--- config.mk ---
export PLATFORM = sky130hd
export DESIGN_NAME = uart_tx_arbiter
export DESIGN_NICKNAME = d
export VERILOG_FILES = /design/src/rtl/uart_pkg.sv /design/src/rtl/rr_pick.sv /design/src/rtl/uart_tx_arbiter.sv
export SDC_FILE = /design/constraint.sdc
export NUM_CORES = 1
export LEC_CHECK = 0
export ABC_CLOCK_PERIOD_IN_PS = 3400
export CAP_MARGIN = 20
export CORE_ASPECT_RATIO = 1.75
export CORE_MARGIN = 1
export CORE_UTILIZATION = 55
export DETAILED_ROUTE_END_ITERATION = 8
export DONT_BUFFER_PORTS = 1
export PLACE_DENSITY = 0.79
export SETUP_SLACK_MARGIN = 0.2
export SLEW_MARGIN = 20
export SYNTH_ARGS = -nofsm -noshare
export SYNTH_HDL_FRONTEND = slang
export SYNTH_SLANG_ARGS = --single-unit
export TNS_END_PERCENT = 5
--- constraint.sdc ---
create_clock -name clk -period 3.4 [get_ports clk]
set_clock_uncertainty 0.15 [all_clocks]
set_input_delay 0.51 -clock clk [delete_from_list [all_inputs] [get_ports clk]]
set_output_delay 0.51 -clock clk [all_outputs]
set_load 0.01 [all_outputs]
--- src/rtl/uart_pkg.sv ---
// Shared types and defaults for the UART transmit path.
//   data_t       byte carried on the TX datapath
//   arb_state_t  sequencing states of uart_tx_arbiter
//   wdog_t       width of the frame watchdog counter
package uart_pkg;

   typedef logic [7:0] data_t;

   typedef enum logic [1:0] {
      IDLE,
      GRANT,
      START,
      BUSY
   } arb_state_t;

   localparam int NREQ_DEF = 4;
   localparam int WDOG_DEF = 65535;

   typedef logic [15:0] wdog_t;

endpackage

--- src/rtl/rr_pick.sv ---
// Round-robin winner selection, purely combinational.
// Ports:
//   req_i     request vector, bit i belongs to requester i
//   ptr_i     index that has highest priority this round
//   winner_o  first requester at or after ptr_i, wrapping
//   valid_o   at least one request is set
module rr_pick #(
   parameter int NREQ = 4
) (
   input  logic [NREQ-1:0]         req_i,
   input  logic [$clog2(NREQ)-1:0] ptr_i,
   output logic [$clog2(NREQ)-1:0] winner_o,
   output logic                    valid_o
);

   localparam int IW = $clog2(NREQ);
   localparam logic [IW:0] N_W = (IW+1)'(NREQ);

   logic [2*NREQ-1:0] req_dbl;
   logic [NREQ-1:0]   req_rot;
   logic [IW-1:0]     idx;
   logic [IW:0]       sum;

   always_comb begin
      // Rotate so ptr_i lands at bit 0, take the lowest set bit, then undo
      // the rotation by adding ptr_i back modulo NREQ.
      req_dbl = {req_i, req_i};
      req_rot = req_dbl[ptr_i +: NREQ];
      idx     = '0;
      for (int i = NREQ-1; i >= 0; i--) begin
         if (req_rot[i]) idx = IW'(i);
      end
      sum = {1'b0, idx} + {1'b0, ptr_i};
      if (sum >= N_W) sum = sum - N_W;
      winner_o = sum[IW-1:0];
      valid_o  = |req_i;
   end

endmodule

--- src/rtl/uart_tx_arbiter.sv ---
// Round-robin arbiter/sequencer sharing one UART TX datapath among NREQ
// requesters, with a watchdog bounding the wait on tx_done.
// Ports:
//   clk, rst   clock and synchronous active-low reset
//   req        level requests; req_data holds requester i at [i*DW +: DW]
//   gnt        one-hot, one-cycle acknowledge that the byte was captured
//   tx_start   one-cycle start pulse; tx_data is the captured byte
//   tx_done    end-of-frame pulse from the datapath
//   busy       high from grant until the frame ends
//   owner      current or last granted requester
//   tout_err   one-cycle pulse when the watchdog abandons a frame
//
// state | meaning
// IDLE  | waiting for any request; picks winner and captures its byte
// GRANT | acknowledging the winner
// START | pulsing tx_start, arming the watchdog
// BUSY  | waiting for tx_done or watchdog expiry
module uart_tx_arbiter
   import uart_pkg::*;
#(
   parameter int NREQ = NREQ_DEF,
   parameter int DW   = $bits(data_t),
   parameter int WDOG = WDOG_DEF
) (
   input  logic                    clk,
   input  logic                    rst,
   input  logic [NREQ-1:0]         req,
   input  logic [NREQ*DW-1:0]      req_data,
   output logic [NREQ-1:0]         gnt,
   output logic                    tx_start,
   output logic [DW-1:0]           tx_data,
   input  logic                    tx_done,
   output logic                    busy,
   output logic [$clog2(NREQ)-1:0] owner,
   output logic                    tout_err
);

   localparam int    IW      = $clog2(NREQ);
   // Down-counter loaded in START; zero in BUSY marks the WDOG-th busy cycle.
   localparam wdog_t WDOG_TC = wdog_t'(WDOG - 1);

   arb_state_t    state_q, state_d;
   logic [IW-1:0] ptr_q, ptr_d;
   logic [IW-1:0] owner_q, owner_d;
   logic [DW-1:0] data_q, data_d;
   wdog_t         wdog_q, wdog_d;

   logic [IW-1:0] pick_w;
   logic          pick_valid;
   logic [IW-1:0] next_ptr;

   rr_pick #(
      .NREQ (NREQ)
   ) u_rr_pick (
      .req_i    (req),
      .ptr_i    (ptr_q),
      .winner_o (pick_w),
      .valid_o  (pick_valid)
   );

   assign next_ptr = (owner_q == IW'(NREQ - 1)) ? '0 : owner_q + 1'b1;

   always_ff @(posedge clk) begin
      if (!rst) begin
         state_q <= IDLE;
         ptr_q   <= '0;
         owner_q <= '0;
         data_q  <= '0;
         wdog_q  <= '0;
      end else begin
         state_q <= state_d;
         ptr_q   <= ptr_d;
         owner_q <= owner_d;
         data_q  <= data_d;
         wdog_q  <= wdog_d;
      end
   end

   always_comb begin
      state_d  = state_q;
      ptr_d    = ptr_q;
      owner_d  = owner_q;
      data_d   = data_q;
      wdog_d   = wdog_q;
      gnt      = '0;
      tx_start = 1'b0;
      busy     = 1'b0;
      tout_err = 1'b0;

      case (state_q)
         IDLE: begin
            if (pick_valid) begin
               owner_d = pick_w;
               for (int i = 0; i < NREQ; i++) begin
                  if (pick_w == IW'(i)) data_d = req_data[i*DW +: DW];
               end
               state_d = GRANT;
            end
         end
         GRANT: begin
            busy         = 1'b1;
            gnt[owner_q] = 1'b1;
            state_d      = START;
         end
         START: begin
            busy     = 1'b1;
            tx_start = 1'b1;
            wdog_d   = WDOG_TC;
            state_d  = BUSY;
         end
         BUSY: begin
            busy = 1'b1;
            // tx_done takes priority over a simultaneous watchdog expiry.
            if (tx_done) begin
               ptr_d   = next_ptr;
               state_d = IDLE;
            end else if (wdog_q == '0) begin
               tout_err = 1'b1;
               ptr_d    = next_ptr;
               state_d  = IDLE;
            end else begin
               wdog_d = wdog_q - 1'b1;
            end
         end
         default: state_d = IDLE;
      endcase
   end

   assign tx_data = data_q;
   assign owner   = owner_q;

endmodule

==> flow_metrics.env <==
export IMPL_fin_tns_setup_ps=0
export IMPL_grt_pass1_wl_um=7960
export IMPL_ctsResizeCount=0
export IMPL_antennaDiodeCount=0
export IMPL_crit_slowest_cell="dfxtp_1"
export IMPL_clock_sinks=30
export IMPL_p_comb_share_pct=48.9
export IMPL_final_hold_violation_count=0
export IMPL_ff2ff_path_depth=13
export IMPL_totalWireLength_um=4810
export IMPL_grt_ovfl_total=0
export IMPL_drc=0
export IMPL_nFillCells=394
export IMPL_seqPwrFrac_pct=36.7
export IMPL_drive_gt1_share_pct=11.5
export IMPL_status="complete, no violations"
export IMPL_timing_final_crit_share_pct=80.9
export IMPL_fin_nets=347
export IMPL_setup_violations=0
export IMPL_whs_path_depth=1
export IMPL_critPathRequiredTime_ps=3400
export IMPL_swShare_pct=44.2
export IMPL_p_sw_w=0.000810
export IMPL_grt_total_usage_pct=22.6
export IMPL_cp_common_cell="o21ai_0"
export IMPL_syn_nets=355
export IMPL_cp_start_kind="register"
export IMPL_path_clk_slew_ps=70
export IMPL_holdCritPathClass="in2reg"
export IMPL_port_buffers=0
export IMPL_cts_htree_levels=2
export IMPL_synth_edf_count=0
export IMPL_hp_start="rst"
export IMPL_power_frac_clock_pct=14.3
export IMPL_final_antenna_net_count=0
export IMPL_synthesis_area_um2=2330
export IMPL_place_gp_congestion=0.846
export IMPL_tritoncts="done"
export IMPL_cts_hold_buf=0
export IMPL_num_rows=31
export IMPL_worstMarginPinSlew_ps=856
export IMPL_wl_per_cell_um=13.9
export IMPL_seq_area_frac_synth_pct=25.8
export IMPL_ys_types=47
export IMPL_synth_warnings=0
export IMPL_clkLatencyLatePin_ps=280
export IMPL_cp_startpoint="ptr_q[0]$_SDFFE_PN0P_"
export IMPL_crit_fanout=30
export IMPL_start_util_pct=56.7
export IMPL_vias_per_cell=5.93
export IMPL_r2r_start="ptr_q[0]$_SDFFE_PN0P_"
export IMPL_antenna_found_initial=0
export IMPL_setup_ws_ps=648
export IMPL_place_area_um2=2340
export IMPL_maxCapViolCount=0
export IMPL_design_area_um2=2430
export IMPL_peakVddDrop_mv=0.427
export IMPL_fin_util_pct=59.1
export IMPL_synth_ff_type="dfxtp_1"
export IMPL_fmax_mhz=363
export IMPL_maxSlewViolCount=0
export IMPL_post_route_min_period_ps=2750
export IMPL_critical_path_max_stage_delay_ps=540
export IMPL_fp_dieH_um=88.1
export IMPL_num_vias=2047
export IMPL_grt_pass1_vias=1932
export IMPL_avgSynthCellArea_um2=7.67
export IMPL_crit_type="reg2reg"
export IMPL_intPower_w=0.00102
export IMPL_synthCells=304
export IMPL_end_kind="register"
export IMPL_p_leak_nw=0.885
export IMPL_cts_buffers=5
export IMPL_drtIter0Drc=51
export IMPL_design_core_area_um2=4110
export IMPL_crit_arrival_ps=2750
export IMPL_power_density_nw_per_um2=754
export IMPL_die_w_um=51.2
export IMPL_syn2layout_area_growth_pct=4.29
export IMPL_synth_async_reset_ratio_pct=0
export IMPL_die_area_um2=4510
export IMPL_yosys_register_bits=30
export IMPL_cts_buffer_depth=2
export IMPL_crit_chain="nor2_1 -> nand2_1 -> o21ai_0 -> o21ai_0 -> nand3_1 -> ha_1 -> xnor2_4 -> buf_4 -> nor2b_1 -> a211oi_1 -> a21oi_1 -> mux2i_1 -> o31ai_1"
export IMPL_worst_slew_margin_rel_pct=42.9
export IMPL_p_total_w=0.00183
export IMPL_grt_max_degree=34
export IMPL_root_buffer="clkbuf_8"
export IMPL_dp_slack_ps=578
export IMPL_hpwl_um=3660
export IMPL_io_pins=56
export IMPL_firstDrtPassIters=4
export IMPL_rsz0062_at_grt="false"
export IMPL_post_cts_buffers=0
[kinds of logic (layout without fill, tap and decap cells)]
group,count (synthesis),count (layout),synth area share [%]
simple gates,130,130,30.0
buf+inv,29,21,5.58
flops,30,30,25.8
compound gates,73,73,19.5
mux,19,19,8.59
xor+xnor,11,11,4.13
fa+ha+maj,12,12,6.44
[flip-flops by register name (all words and copies together), names as in the netlist]
signal and count:
state_q 2, ptr_q 2, owner 2, tx_data 8, wdog_q 16
[worst paths after layout]
check | to | slack, ps
setup reg to reg | tx_data[5]$_SDFFE_PN0P_ | 650
setup / recovery | tx_data[5]$_SDFFE_PN0P_ | 650
hold reg to reg | tx_data[4]$_SDFFE_PN0P_ | 350
hold / removal | wdog_q[0]$_SDFFE_PN0P_ | 230
[final cells by class]
class                           count  area, um2  area share [%]
Tap cell                           49       61.3            2.52
Clock inverter                      2       10.0           0.412
Inverter                            9       33.8            1.39
Sequential cell                    30        601            24.7
Timing Repair Buffer                5       37.5            1.54
Multi-Input combinational cell    245       1620            66.6
Clock buffer                        5       68.8            2.83
[power groups by stage]
stage | registers, W | logic (W) | clock network [W]
after floorplan | 0.000639 | 0.000798 | 0
after detailed placement | 0.000685 | 0.000890 | 0
final | 0.000673 | 0.000897 | 0.000263
after global placement | 0.000679 | 0.000863 | 0
after global routing | 0.000701 | 0.00102 | 0.000285
after CTS | 0.000677 | 0.000896 | 0.000269
[cell usage in the layout, fill, tap and decap left out, types with 3 or more instances in the layout]
cell type	n
nand2_1	18
or4_1	4
nor3_1	8
nand3_1	3
nor2_1	51
ha_1	12
a211oi_1	17
o31ai_1	8
buf_4	5
mux2i_1	11
a21oi_1	35
o21ai_0	5
mux2_2	7
nand2b_1	3
xnor2_1	8
nor4_1	3
clkbuf_8	5
and2_1	4
or3_1	4
nor2b_1	16
dfxtp_1	30
inv_1	9
[worst max-delay path, delay by kind of cell (launching register included)]
kind	cells	cell delay (ps)
compound gates	5	580
xor+xnor	1	280
fa+ha+maj	1	250
buf+inv	1	330
flops	1	540
mux	1	160
simple gates	4	340
[synth_stat cells (all sizes together) (5+ instances only)]
master / count / area share, %
nor2: 52 / 8.7
a21oi: 35 / 7.5
dfxtp: 30 / 26
nand2: 18 / 2.9
a211oi: 17 / 5.5
nor2b: 16 / 4.3
ha: 12 / 6.4
buf: 11 / 2.7
mux2i: 11 / 4.7
clkbuf: 9 / 1.4
inv: 9 / 1.4
xnor2: 9 / 3.4
mux2: 8 / 3.9
nor3: 8 / 1.7
o31ai: 8 / 2.6
o21ai: 6 / 1.4
and2: 5 / 1.4
nor4: 5 / 2.3
or4: 5 / 1.8
[layer usage]
metal / wire (um) / GRT usage (%) / part of all wire (%) / up-vias
met5: 0 / 0 / 0 / -
met4: 105 / 8.35 / 2.2 / 0
met3: 311 / 5.21 / 6.5 / 9
met2: 2480 / 42.5 / 51 / 61
met1: 1920 / 23.6 / 40 / 926
li1: - / - / - / 1051
[metrics by stage]
step           instances  hold slack (ps)
2_1_floorplan        304              321
3_3_place_gp         338              347
3_5_place_dp         338              349
4_1_cts              345              223
5_1_grt              345              238
6_report             345              229
(Power assumes the default switching activity.)
